**config.mk**
```make
export PLATFORM = sky130hd
export DESIGN_NAME = trade_history_buffer
export DESIGN_NICKNAME = d
export VERILOG_FILES = /design/src/rtl/trade_history_buffer.sv
export SDC_FILE = /design/constraint.sdc
export NUM_CORES = 1
export LEC_CHECK = 0
export CORE_MARGIN = 8
export CORE_UTILIZATION = 56
export DETAILED_ROUTE_END_ITERATION = 7
export PLACE_DENSITY = 0.84
export SYNTH_ARGS = -nofsm -noshare
export SYNTH_HDL_FRONTEND = slang
export SYNTH_SLANG_ARGS = --single-unit
```
**constraint.sdc**
```tcl
create_clock -name clk -period 5.8 [get_ports clk]
set_input_delay 1.16 -clock clk [delete_from_list [all_inputs] [get_ports clk]]
set_output_delay 1.16 -clock clk [all_outputs]
set_load 0.05 [all_outputs]
```
**src/rtl/trade_history_buffer.sv**
```systemverilog
// Circular history of executed trade prices with an indexed read port (0 = newest)
// and min/max statistics refreshed by a scan FSM after every stored trade.
module trade_history_buffer #(
  parameter int DEPTH = 64,
  parameter int AW    = 6,
  parameter int DW    = 8
) (
  input  logic          clk,
  input  logic          reset_n,
  input  logic          match_signal,
  input  logic [DW-1:0] trade_price,
  input  logic          freeze,
  input  logic          rd_en,
  input  logic [AW-1:0] rd_idx,
  output logic [DW-1:0] rd_data,
  output logic          rd_valid,
  output logic [AW:0]   count,
  output logic [DW-1:0] last_price,
  output logic [DW-1:0] min_price,
  output logic [DW-1:0] max_price,
  output logic          stats_valid,
  output logic          new_trade,
  output logic [7:0]    drop_cnt
);

  typedef enum logic [1:0] {S_IDLE, S_SCAN, S_WRITE} state_t;

  state_t        r_state, w_state_nxt;
  logic [DW-1:0] r_mem [DEPTH];
  logic [AW-1:0] r_wr_ptr;
  logic [AW-1:0] r_scan_idx;
  logic          r_match_d;
  logic          r_pend;
  logic [DW-1:0] r_pend_price;
  logic [DW-1:0] r_work_min, r_work_max;

  logic          w_rise;
  logic          w_wr_en;
  logic [DW-1:0] w_wr_data;
  logic [AW-1:0] w_scan_addr;
  logic [DW-1:0] w_scan_data;
  logic          w_scan_last;
  logic [DW-1:0] w_min_nxt, w_max_nxt;
  logic [AW-1:0] w_rd_addr;
  logic          w_rd_hit;

  always_comb begin
    w_rise      = match_signal & ~r_match_d & ~freeze;
    // Ages map backwards from the write pointer; AW-bit wraparound gives modulo DEPTH.
    w_scan_addr = r_wr_ptr - AW'(1) - r_scan_idx;
    w_scan_data = r_mem[w_scan_addr];
    w_scan_last = ({1'b0, r_scan_idx} == (count - (AW+1)'(1)));
    w_min_nxt   = ((r_scan_idx == '0) || (w_scan_data < r_work_min)) ? w_scan_data : r_work_min;
    w_max_nxt   = ((r_scan_idx == '0) || (w_scan_data > r_work_max)) ? w_scan_data : r_work_max;
    w_rd_addr   = r_wr_ptr - AW'(1) - rd_idx;
    w_rd_hit    = rd_en & ({1'b0, rd_idx} < count);
  end

  always_comb begin
    w_state_nxt = r_state;
    w_wr_en     = 1'b0;
    w_wr_data   = trade_price;
    case (r_state)
      S_IDLE: begin
        if (w_rise) begin
          w_wr_en     = 1'b1;
          w_wr_data   = trade_price;
          w_state_nxt = S_SCAN;
        end
      end
      S_SCAN: begin
        if (w_scan_last) w_state_nxt = r_pend ? S_WRITE : S_IDLE;
      end
      S_WRITE: begin
        w_wr_en     = 1'b1;
        w_wr_data   = r_pend_price;
        w_state_nxt = S_SCAN;
      end
      default: w_state_nxt = S_IDLE;
    endcase
  end

  always_ff @(posedge clk) begin
    if (w_wr_en) r_mem[r_wr_ptr] <= w_wr_data;
  end

  always_ff @(posedge clk or negedge reset_n) begin
    if (!reset_n) begin
      r_state      <= S_IDLE;
      r_match_d    <= 1'b0;
      r_wr_ptr     <= '0;
      r_scan_idx   <= '0;
      r_pend       <= 1'b0;
      r_pend_price <= '0;
      r_work_min   <= '0;
      r_work_max   <= '0;
      count        <= '0;
      last_price   <= '0;
      min_price    <= '0;
      max_price    <= '0;
      stats_valid  <= 1'b0;
      new_trade    <= 1'b0;
      drop_cnt     <= '0;
      rd_data      <= '0;
      rd_valid     <= 1'b0;
    end else begin
      r_state   <= w_state_nxt;
      r_match_d <= match_signal;
      new_trade <= w_wr_en;
      rd_valid  <= w_rd_hit;
      rd_data   <= w_rd_hit ? r_mem[w_rd_addr] : '0;

      if (w_wr_en) begin
        r_wr_ptr    <= r_wr_ptr + AW'(1);
        last_price  <= w_wr_data;
        stats_valid <= 1'b0;
        r_scan_idx  <= '0;
        if (count != (AW+1)'(DEPTH)) count <= count + (AW+1)'(1);
      end

      if (r_state == S_SCAN) begin
        r_scan_idx <= r_scan_idx + AW'(1);
        r_work_min <= w_min_nxt;
        r_work_max <= w_max_nxt;
        if (w_scan_last) begin
          min_price   <= w_min_nxt;
          max_price   <= w_max_nxt;
          stats_valid <= 1'b1;
        end
      end

      // A rise while the pending slot drains in WRITE refills it rather than dropping.
      if (r_state == S_WRITE) begin
        r_pend <= w_rise;
        if (w_rise) r_pend_price <= trade_price;
      end else if ((r_state == S_SCAN) && w_rise) begin
        if (!r_pend) begin
          r_pend       <= 1'b1;
          r_pend_price <= trade_price;
        end else if (drop_cnt != 8'hFF) begin
          drop_cnt <= drop_cnt + 8'd1;
        end
      end
    end
  end

endmodule

```
==> flow_summary.yaml, run 1 <==
grt:
  first_global_vias: 17470
  antenna_found_initial: 2
  grt_use_total: 0.2460
  grt_overflow: 0
  grt_max_degree: 82
  grt_pass1_wl_um: 110900
critical_path:
  crit_buf_inv: 6
  cp-start-kind: "register"
  cp.arrival_ns: 6.10
  end_kind: "register"
  cpPeakStageDelay_ns: 0.91
  critPathTopFamily: "adder cells"
  crit_chain: "inv_1 -> ha_1 -> inv_1 -> fa_4 -> buf_12 -> buf_12 -> mux4_2 -> a211oi_1 -> a21oi_1 -> mux4_2 -> buf_4 -> ha_1 -> a21o_1 -> a211o_1 -> a21oi_1 -> o21ai_0 -> a21oi_1 -> buf_4 -> mux2i_1 -> o21ai_1"
  cpMostUsedCell: "a21oi_1"
  worstPathMaxFanout: 18
  path_class: "reg -> reg"
  r2r_start: "r_wr_ptr[0]"
  crit_required_ns: 6.27
  cp_slowest_cell: "fa_4"
  crit_path_start: "r_wr_ptr[0]"
sta:
  skew_ns: 0.02058
  finalHoldViolCount: 0
  slew_violations: 0
  tightest_slew_ns: 1.319
  worst_slack_ns: 0.1711
  min_period_ns: 5.629
  post-route-period-util: 0.9705
  finalSetupTns_ns: 0
  max_freq_mhz: 177.7
  final-setup-viol-count: 0
  slew_headroom: 0.1204
status:
  status: "finished clean"
synthesis:
  synthCells: 1636
  synth_area_leaders: "edfxtp_1 53%, mux4_2 23%, dfrtp_1 7.8%"
  syn_area_per_cell_um2: 17.69
  synth_top_cell_by_area: "edfxtp_1"
  synthDistinctLibCells: 58
  syn_area_um2: 28950
  ys_seq_area_frac: 0.6090
  async_flop_share: 0.1495
  yosysWarnings: 0
  synth-seq-cells: 602
  synth_edf_count: 512
  syn_nets: 1695
  ys.flop_type: "edfxtp_1"
  yosysTopAreaCellShare: 0.5312
floorplan:
  design.die.area_um2: 59220
  core_area_um2: 51200
  die-height_um: 243.4
  ios: 69
  rows: 83
  start_util: 0.5654
  die_w_um: 243.4
clock_tree:
  clk_pin_slew_ns: 0.07
  clk_path_buf_depth: 3
  root_buffer: "clkbuf_16"
  insertion_delay_ns: 0.64
  cts_hold_buf: 0
  clkSinkCount: 602
  cts_tree: "yes"
  cts_made_buffers: 60
  cts_max_level: 2
routing:
  wl_per_cell_um: 29.58
  dr.pass1.iters: 7
  vias: 17160
  drt-initial-drc-count: 2395
  vias_per_cell: 6.846
  drc: 0
  ant_nets: 0
  wl_um: 74130
final_layout:
  finalNonFillerCells: 2506
  nets: 1835
  area_delta_synth_final_pct: 14.47
  drive_gt1_frac: 0.2948
worst_hold_path:
  hp-class: "in -> async"
placement:
  dp.cells: 2378
  dp_hpwl_um: 48030
  globalplace.congestion: 0.9545
  portBuffers: 68
  place_ws_ns: 0.1121
run:
  maxCapViolCount: 0
[flip-flops by register name (all words and copies together) (netlist names)]
register      flops
new_trade         1
r_match_d         1
r_pend_price      8
r_work_min        8
r_work_max        8
rd_valid          1
stats_valid       1
r_state           2
drop_cnt          8
count             7
r_pend            1
r_scan_idx        6
max_price         8
last_price        8
r_mem           512
min_price         8
rd_data           8
r_wr_ptr          6
[metal layers]
metal / up-vias / track usage / part of all wire
met1: 8792 / 0.3220 / 0.36
met3: 209 / 0.06127 / 0.11
li1: 6958 / - / -
met2: 1192 / 0.3987 / 0.49
met4: 4 / 0.09150 / 0.043
met5: - / 0 / 0.00035
[synthesized netlist by cell type, types with 2 or more instances]
library cell	count
nand2b_1	2
o211ai_1	2
a211oi_1	46
nor2b_1	40
mux4_2	291
xnor2_1	29
mux2i_1	67
nand3b_1	4
clkbuf_1	38
o21ai_1	17
xor2_2	2
nand4_1	11
buf_4	6
inv_1	39
buf_2	39
a21o_1	10
o21ai_0	18
buf_1	5
nand3_1	19
nor2_1	100
nor3_1	9
nor3b_1	4
buf_6	11
and3_1	3
inv_2	4
xor2_1	7
a31oi_1	3
dfrtp_1	90
edfxtp_1	512
fa_1	2
or2_2	2
ha_1	38
nand2_1	69
mux2_2	18
o21a_1	2
nor4_1	2
a21oi_1	54
[cells in the final DEF (no fill, tap or decap), types with 3 or more instances in the layout]
master | netlist | routed
ha_1 | 38 | 36
clkinvlp_4 | 0 | 7
buf_12 | 0 | 18
clkdlybuf4s50_1 | 0 | 67
a31oi_1 | 3 | 3
nand3_1 | 19 | 19
mux2i_1 | 67 | 64
edfxtp_1 | 512 | 512
nand2_1 | 69 | 69
dfrtp_1 | 90 | 90
mux2i_2 | 0 | 3
nor2b_1 | 40 | 40
a211oi_1 | 46 | 43
nor2_1 | 100 | 99
a211oi_2 | 0 | 3
inv_6 | 0 | 3
mux4_2 | 291 | 291
nand4_1 | 11 | 11
clkinv_1 | 0 | 10
clkbuf_1 | 38 | 11
and3_1 | 3 | 3
clkbuf_16 | 0 | 64
xor2_1 | 7 | 7
nor3_1 | 9 | 9
mux2_2 | 18 | 18
inv_1 | 39 | 39
bufinv_16 | 0 | 5
a21o_1 | 10 | 10
nand3b_1 | 4 | 4
o21ai_1 | 17 | 17
clkinv_2 | 0 | 12
inv_2 | 4 | 4
o21ai_0 | 18 | 18
xnor2_1 | 29 | 27
buf_4 | 6 | 87
a21oi_1 | 54 | 54
nor3b_1 | 4 | 4
[worst register-to-register path, stage by stage, from the launching register on]
cell and delay, ns:
dfrtp_1 0.36, inv_1 0.10, ha_1 0.31, inv_1 0.10, fa_4 0.91, buf_12 0.21, buf_12 0.20, mux4_2 0.31
a211oi_1 0.34, a21oi_1 0.18, mux4_2 0.53, buf_4 0.18, ha_1 0.29, a21o_1 0.16, a211o_1 0.29, a21oi_1 0.15
o21ai_0 0.09, a21oi_1 0.13, buf_4 0.22, mux2i_1 0.31, o21ai_1 0.10
[layout make-up]
cell class / instances / area (um^2)
diodes: 1 / 2.502
clock buffers: 73 / 1593
clock inverters: 38 / 335.3
fillers: 3232 / 18060
inverters: 43 / 161.4
multi-input cells: 891 / 10750
flip-flops and latches: 602 / 17630
well taps: 680 / 850.8
repair buffers: 178 / 1815
[through the flow]
step | cell area (um^2) | utilization | hold slack [ns]
detailed placement | 30980 | 0.6050 | 0.4726
CTS | 32900 | 0.6427 | 0.3280
global route | 33130 | 0.6471 | 0.3415
global placement | 30980 | 0.6050 | 0.4609
floorplan | 28950 | - | 0.4673
finish | 33130 | 0.6472 | 0.3457
[cells by family after synthesis]
| kind of cell | after synthesis | share of synthesized area |
|---|---|---|
| xor gates and xnor gates | 39 | 0.01279 |
| AOI/OAI and AO/OA | 163 | 0.03536 |
| buffers and inverters | 143 | 0.02399 |
| muxes | 377 | 0.2570 |
| and+or+nand+nor | 272 | 0.04409 |
| adders and majority gates | 40 | 0.01781 |
| DFF | 602 | 0.6090 |
[path summary, 6_finish.rpt]
check                                endpoint  slack, ns  depth (start not counted)
min in group clk                last_price[3]       0.49                          2
worst max register to register  r_work_max[1]       0.17                         20
max in group asynchronous          rd_data[4]       4.25                          2
worst max-delay path            r_work_max[1]       0.17                         20
worst min-delay path              drop_cnt[6]       0.35                          1
worst min register to register  last_price[3]       0.49                          2
[timing repair]
action / in CTS / in global routing
setup endpoints to repair: 0 / 31
setup buffers: 0 / 14
resized for setup: 0 / 12
Power of run 1 is left out: the tool's default activity adds up to more than one toggle a clock period on the data nets, which glitch-free logic cannot reach.
==> run 2: changes to the inputs <==
--- a/config.mk
+++ b/config.mk
@@ -6,9 +6,10 @@
 export NUM_CORES = 1
 export LEC_CHECK = 0
 export CORE_MARGIN = 8
-export CORE_UTILIZATION = 56
+export CORE_UTILIZATION = 58
+export CTS_BUF_LIST = sky130_fd_sc_hd__clkbuf_4
 export DETAILED_ROUTE_END_ITERATION = 7
-export PLACE_DENSITY = 0.84
+export PLACE_DENSITY_LB_ADDON = 0.08
 export SYNTH_ARGS = -nofsm -noshare
 export SYNTH_HDL_FRONTEND = slang
 export SYNTH_SLANG_ARGS = --single-unit
==> run 2 against run 1 <==
Effect of this change:
- cell area grew 0.99%
- largest cell class unchanged
- critical endpoint is now r_work_min[0]
- final cell count grew 7.7%
- flip-flop and latch count is the same
- critical path depth shrank 2
==> flow_summary.yaml, run 2 (synthesized netlist as in run 1, its figures left out) <==
final_layout:
  drive_gt1_frac: 0.3579
  nets: 1960
  finalNonFillerCells: 2698
  fill_cells: 3458
  final_cell_mix: "512 x edfxtp_1, 291 x mux4_2, 224 x clkbuf_4, 114 x buf_4, 99 x nor2_1"
  largest_register_ff_count: 512
  final_common_cell: "edfxtp_1"
  design_area_um2: 33460
  area_delta_synth_final_pct: 15.61
  top_register: "r_mem"
sta:
  skew_ns: 0.05999
  finalHoldViolCount: 0
  slew_headroom: 0.2559
  max_freq_mhz: 177.2
  worst_slack_ns: 0.1559
  slew_violations: 0
  post-route-period-util: 0.9731
  min_period_ns: 5.644
  whs_ns: 0.4747
  final-setup-viol-count: 0
  tightest_slew_ns: 1.116
critical_path:
  crit_path_start: "r_wr_ptr[1]"
  path_class: "reg -> reg"
  end_kind: "register"
  reg2reg_slack_ns: 0.16
  cp.arrival_ns: 6.51
  regToRegEndpoint: "r_work_min[0]"
  cp-start-kind: "register"
  worstPathMaxFanout: 23
  reg2reg_depth: 18
  crit_required_ns: 6.67
  r2r_start: "r_wr_ptr[1]"
worst_hold_path:
  hp-start: "stats_valid"
  hold_path_depth: 1
  hp-class: "reg -> reg"
  hold_end: "stats_valid"
floorplan:
  die-height_um: 239.4
  design.die.area_um2: 57310
  core_area_um2: 49760
  rows: 82
  die_w_um: 239.4
  start_util: 0.5817
  ios: 69
clock_tree:
  insertion_delay_ns: 1.03
  cts_max_level: 4
  clkSinkCount: 602
  cts_made_buffers: 158
  cts_tree: "yes"
  clk_pin_slew_ns: 0.07
  root_buffer: "clkbuf_4"
  clk_path_buf_depth: 3
grt:
  first_global_vias: 17720
  grt_max_degree: 66
  antenna_found_initial: 2
  grt_pass1_wl_um: 114600
  grt_use_total: 0.2754
  grt_overflow: 0
placement:
  place_ws_ns: -0.005902
  dpl_cell_area_um2: 31170
  dp_hpwl_um: 50140
  portBuffers: 68
  globalplace.congestion: 0.9282
  dp.cells: 2400
status:
  status: "finished clean"
routing:
  drc: 0
  dr.pass1.iters: 6
  wl_um: 77390
  drt-initial-drc-count: 1834
  wl_per_cell_um: 28.68
  vias_per_cell: 6.457
  ant_nets: 0
  vias: 17420
run:
  maxCapViolCount: 0
==> run 2: cell count changes in the layout (fill, tap and decap cells not counted), moves of 5 or more <==
cell	change
clkinv_1	+28
clkbuf_16	-62
clkinv_2	-9
clkbuf_4	+224
buf_4	+27
a211oi_2	+7
a211oi_1	-7
diode_2	+5
clkbuf_1	-11
==> run 2: worst max-delay path by stage <==
stage                    endpoint  cells after the start
global route        r_work_min[0]                     18
detailed placement   min_price[5]                     19
CTS                 r_work_min[0]                     19
global placement     min_price[3]                     19
floorplan           r_work_min[0]                     21
finish              r_work_min[0]                     18
==> run 2: final cells by class <==
cell class	count	area, um^2	area share
flip-flops and latches	602	17630	0.5268
inverters	43	161.4	0.004823
well taps	672	840.8	0.02513
diodes	6	15.01	0.0004487
multi-input cells	891	10790	0.3224
clock inverters	55	370.4	0.01107
clock buffers	224	1682	0.05025
repair buffers	205	1979	0.05915
==> run 2: per-layer routing <==
metal / share of wire / GRT usage
met1: 0.39 / 0.3744
met2: 0.49 / 0.4346
met3: 0.095 / 0.07259
met4: 0.027 / 0.09173
met5: 0 / 0
==> run 2: metrics by stage <==
step             util  setup TNS [ns]
4_1_cts        0.6680               0
5_1_grt        0.6723        -0.02564
2_1_floorplan       -               0
3_5_place_dp   0.6263       -0.008245
3_3_place_gp   0.6263               0
6_report       0.6725               0
==> run 2: worst max-delay path, cell delays in order, from the launching register on <==
cell	delay (ns)
dfrtp_1	0.35
inv_1	0.07
ha_1	0.30
inv_1	0.12
fa_4	0.88
buf_12	0.22
buf_6	0.21
mux4_2	0.33
mux2i_1	0.27
a21oi_1	0.23
mux4_2	0.53
ha_1	0.32
nand4_1	0.13
nor2_1	0.07
a211oi_2	0.23
o21ai_0	0.13
or4b_4	0.57
a31oi_4	0.18
mux2_1	0.35
==> run 2: timing repair <==
item | 4_1_cts | 5_1_grt
hold endpoints to repair | 25 | 0
endpoints found under the setup margin | 4 | 31
cloned | 0 | 2
pin swaps | 0 | 1
buffers inserted | 0 | 10
resized for setup | 2 | 18
hold buffers | 1 | 0
Power of run 2 is left out for the same reason.
==> run 3: changes to the inputs <==
--- a/config.mk
+++ b/config.mk
@@ -6,7 +6,7 @@
 export NUM_CORES = 1
 export LEC_CHECK = 0
 export CORE_MARGIN = 8
-export CORE_UTILIZATION = 58
+export CORE_UTILIZATION = 30
 export CTS_BUF_LIST = sky130_fd_sc_hd__clkbuf_4
 export DETAILED_ROUTE_END_ITERATION = 7
 export PLACE_DENSITY_LB_ADDON = 0.08
==> run 3 against run 2 <==
Effect of this change:
- wire length up 21%
- register-to-register slack better by 0.03 ns
- core utilization down 31 points
- via count down 1.6%
- first-iteration DRC count down 26%
- clock skew down 0.016 ns
- cell area up 4.4%
- critical path depth up 5
- fmax up 0.50%
- setup slack better by 0.028 ns
- flip-flop and latch count unchanged
==> flow_summary.yaml, run 3 (synthesized netlist as in run 1, its figures left out) <==
placement:
  dp_hpwl_um: 62650
  place_ws_ns: -0.04195
  portBuffers: 68
  globalplace.congestion: 0.8331
final_layout:
  final_common_cell: "edfxtp_1"
  regArea_um2: 17630
  nets: 2008
  fill_cells: 9129
  final_cell_mix: "512 x edfxtp_1, 291 x mux4_2, 246 x clkbuf_4, 142 x buf_4, 99 x nor2_1"
  multi_input_area_um2: 10900
  top_register: "r_mem"
  area_delta_synth_final_pct: 20.66
  drive_gt1_frac: 0.3848
  largest_register_ff_count: 512
clock_tree:
  cts_made_buffers: 171
  cts_tree: "yes"
  cts_max_level: 4
  clk_pin_slew_ns: 0.07
  insertion_delay_ns: 1.00
  clkSinkCount: 602
  root_buffer: "clkbuf_4"
  clk_path_buf_depth: 3
floorplan:
  start_util: 0.3011
  rows: 114
  design.die.area_um2: 106700
  core_area_um2: 96140
  die-height_um: 326.6
  ios: 69
  die_w_um: 326.6
sta:
  finalHoldViolCount: 0
  skew_ns: 0.04365
  slew_headroom: 0.1969
  min_period_ns: 5.616
  final-setup-viol-count: 0
  worst_slack_ns: 0.1840
  max_freq_mhz: 178.1
  post-route-period-util: 0.9683
  slew_violations: 0
  tightest_slew_ns: 1.200
routing:
  wl_per_cell_um: 27.92
  wl_um: 94020
  ant_nets: 0
  dr.pass1.iters: 5
  vias: 17140
  drc: 0
  drt-initial-drc-count: 1350
  vias_per_cell: 5.090
grt:
  grt_pass1_wl_um: 133500
  first_global_vias: 18260
  grt_use_total: 0.1740
  antenna_found_initial: 6
  grt_overflow: 0
  grt_max_degree: 66
critical_path:
  reg2reg_depth: 23
  r2r_start: "r_wr_ptr[1]"
  end_kind: "register"
  reg2reg_slack_ns: 0.18
  worstPathMaxFanout: 7
  crit_required_ns: 6.66
  cp-start-kind: "register"
  cp.arrival_ns: 6.47
  regToRegEndpoint: "min_price[4]"
  path_class: "reg -> reg"
status:
  status: "finished clean"
worst_hold_path:
  hp-class: "reg -> reg"
  hold_path_depth: 2
  hp-start: "last_price[1]"
  hold_end: "last_price[1]"
run:
  maxCapViolCount: 0
## run 3: cell types whose count changed in the layout (fill, tap and decap cells not counted), sizes merged
cell      change
buf          +34
bufinv        +2
inv           +1
diode         -2
clkinv        +9
clkinvlp      -2
clkbuf       +23
## run 3: worst max-delay path, cell delays in order (launching register included)
cell	delay, ns
dfrtp_1	0.35
inv_1	0.08
ha_4	0.28
inv_1	0.06
fa_4	0.83
buf_12	0.17
buf_12	0.15
buf_4	0.12
buf_4	0.10
mux4_2	0.33
a211oi_2	0.21
buf_4	0.13
a21oi_1	0.08
mux4_2	0.53
ha_1	0.23
a21oi_2	0.14
nor2_1	0.07
a211oi_2	0.24
buf_4	0.15
o21ai_0	0.09
or4b_4	0.59
nand3_4	0.17
mux2i_2	0.23
a21oi_1	0.09
## run 3: area by class of cell
type / instances / area share
clock inverters: 65 / 0.01286
well taps: 1276 / 0.04571
clock buffers: 246 / 0.05288
repair buffers: 240 / 0.06696
flip-flops and latches: 602 / 0.5047
inverters: 43 / 0.004622
diodes: 4 / 0.0002866
multi-input cells: 891 / 0.3120
## run 3: worst max path at each step
stage / start / endpoint / slack (ns) / depth (start not counted)
6_report: r_wr_ptr[1] / min_price[4] / 0.18 / 23
5_1_grt: r_wr_ptr[1] / min_price[6] / -0.02 / 23
4_1_cts: r_wr_ptr[1] / min_price[4] / 0.02 / 20
3_5_place_dp: r_wr_ptr[0] / min_price[4] / -0.04 / 20
3_3_place_gp: r_wr_ptr[0] / min_price[4] / 0.09 / 20
2_1_floorplan: r_wr_ptr[0] / r_work_min[0] / 0.25 / 21
## run 3: stage by stage
stage               cells    util  hold slack, ns   TNS, ns  area, um^2
global placement     3036  0.3350          0.4645         0       32210
detailed placement   3036  0.3350          0.4740   -0.1723       32210
global route         3364  0.3632          0.5161  -0.04399       34920
CTS                  3348  0.3591          0.4734         0       34520
finish               3367  0.3633          0.4801         0       34920
floorplan            1636       -          0.4673         0       28950
## run 3: layer usage
layer / vias up / wire length [um] / track usage / part of all wire
met4: 0 / 1839 / 0.05059 / 0.020
met1: 9089 / 42050 / 0.2347 / 0.45
met5: - / 0 / 0 / 0
li1: 7437 / - / - / -
met2: 495 / 44950 / 0.2796 / 0.48
met3: 117 / 5182 / 0.04153 / 0.055
## run 3: timing repair
item                                   CTS  global route
hold buffers                             1             0
setup buffers                            0            12
setup endpoints to repair                7            18
gates resized for setup                  2            39
pin swaps                                0            11
endpoints found under the hold margin   21             0
gates cloned                             0             3
Power of run 3 is left out for the same reason.
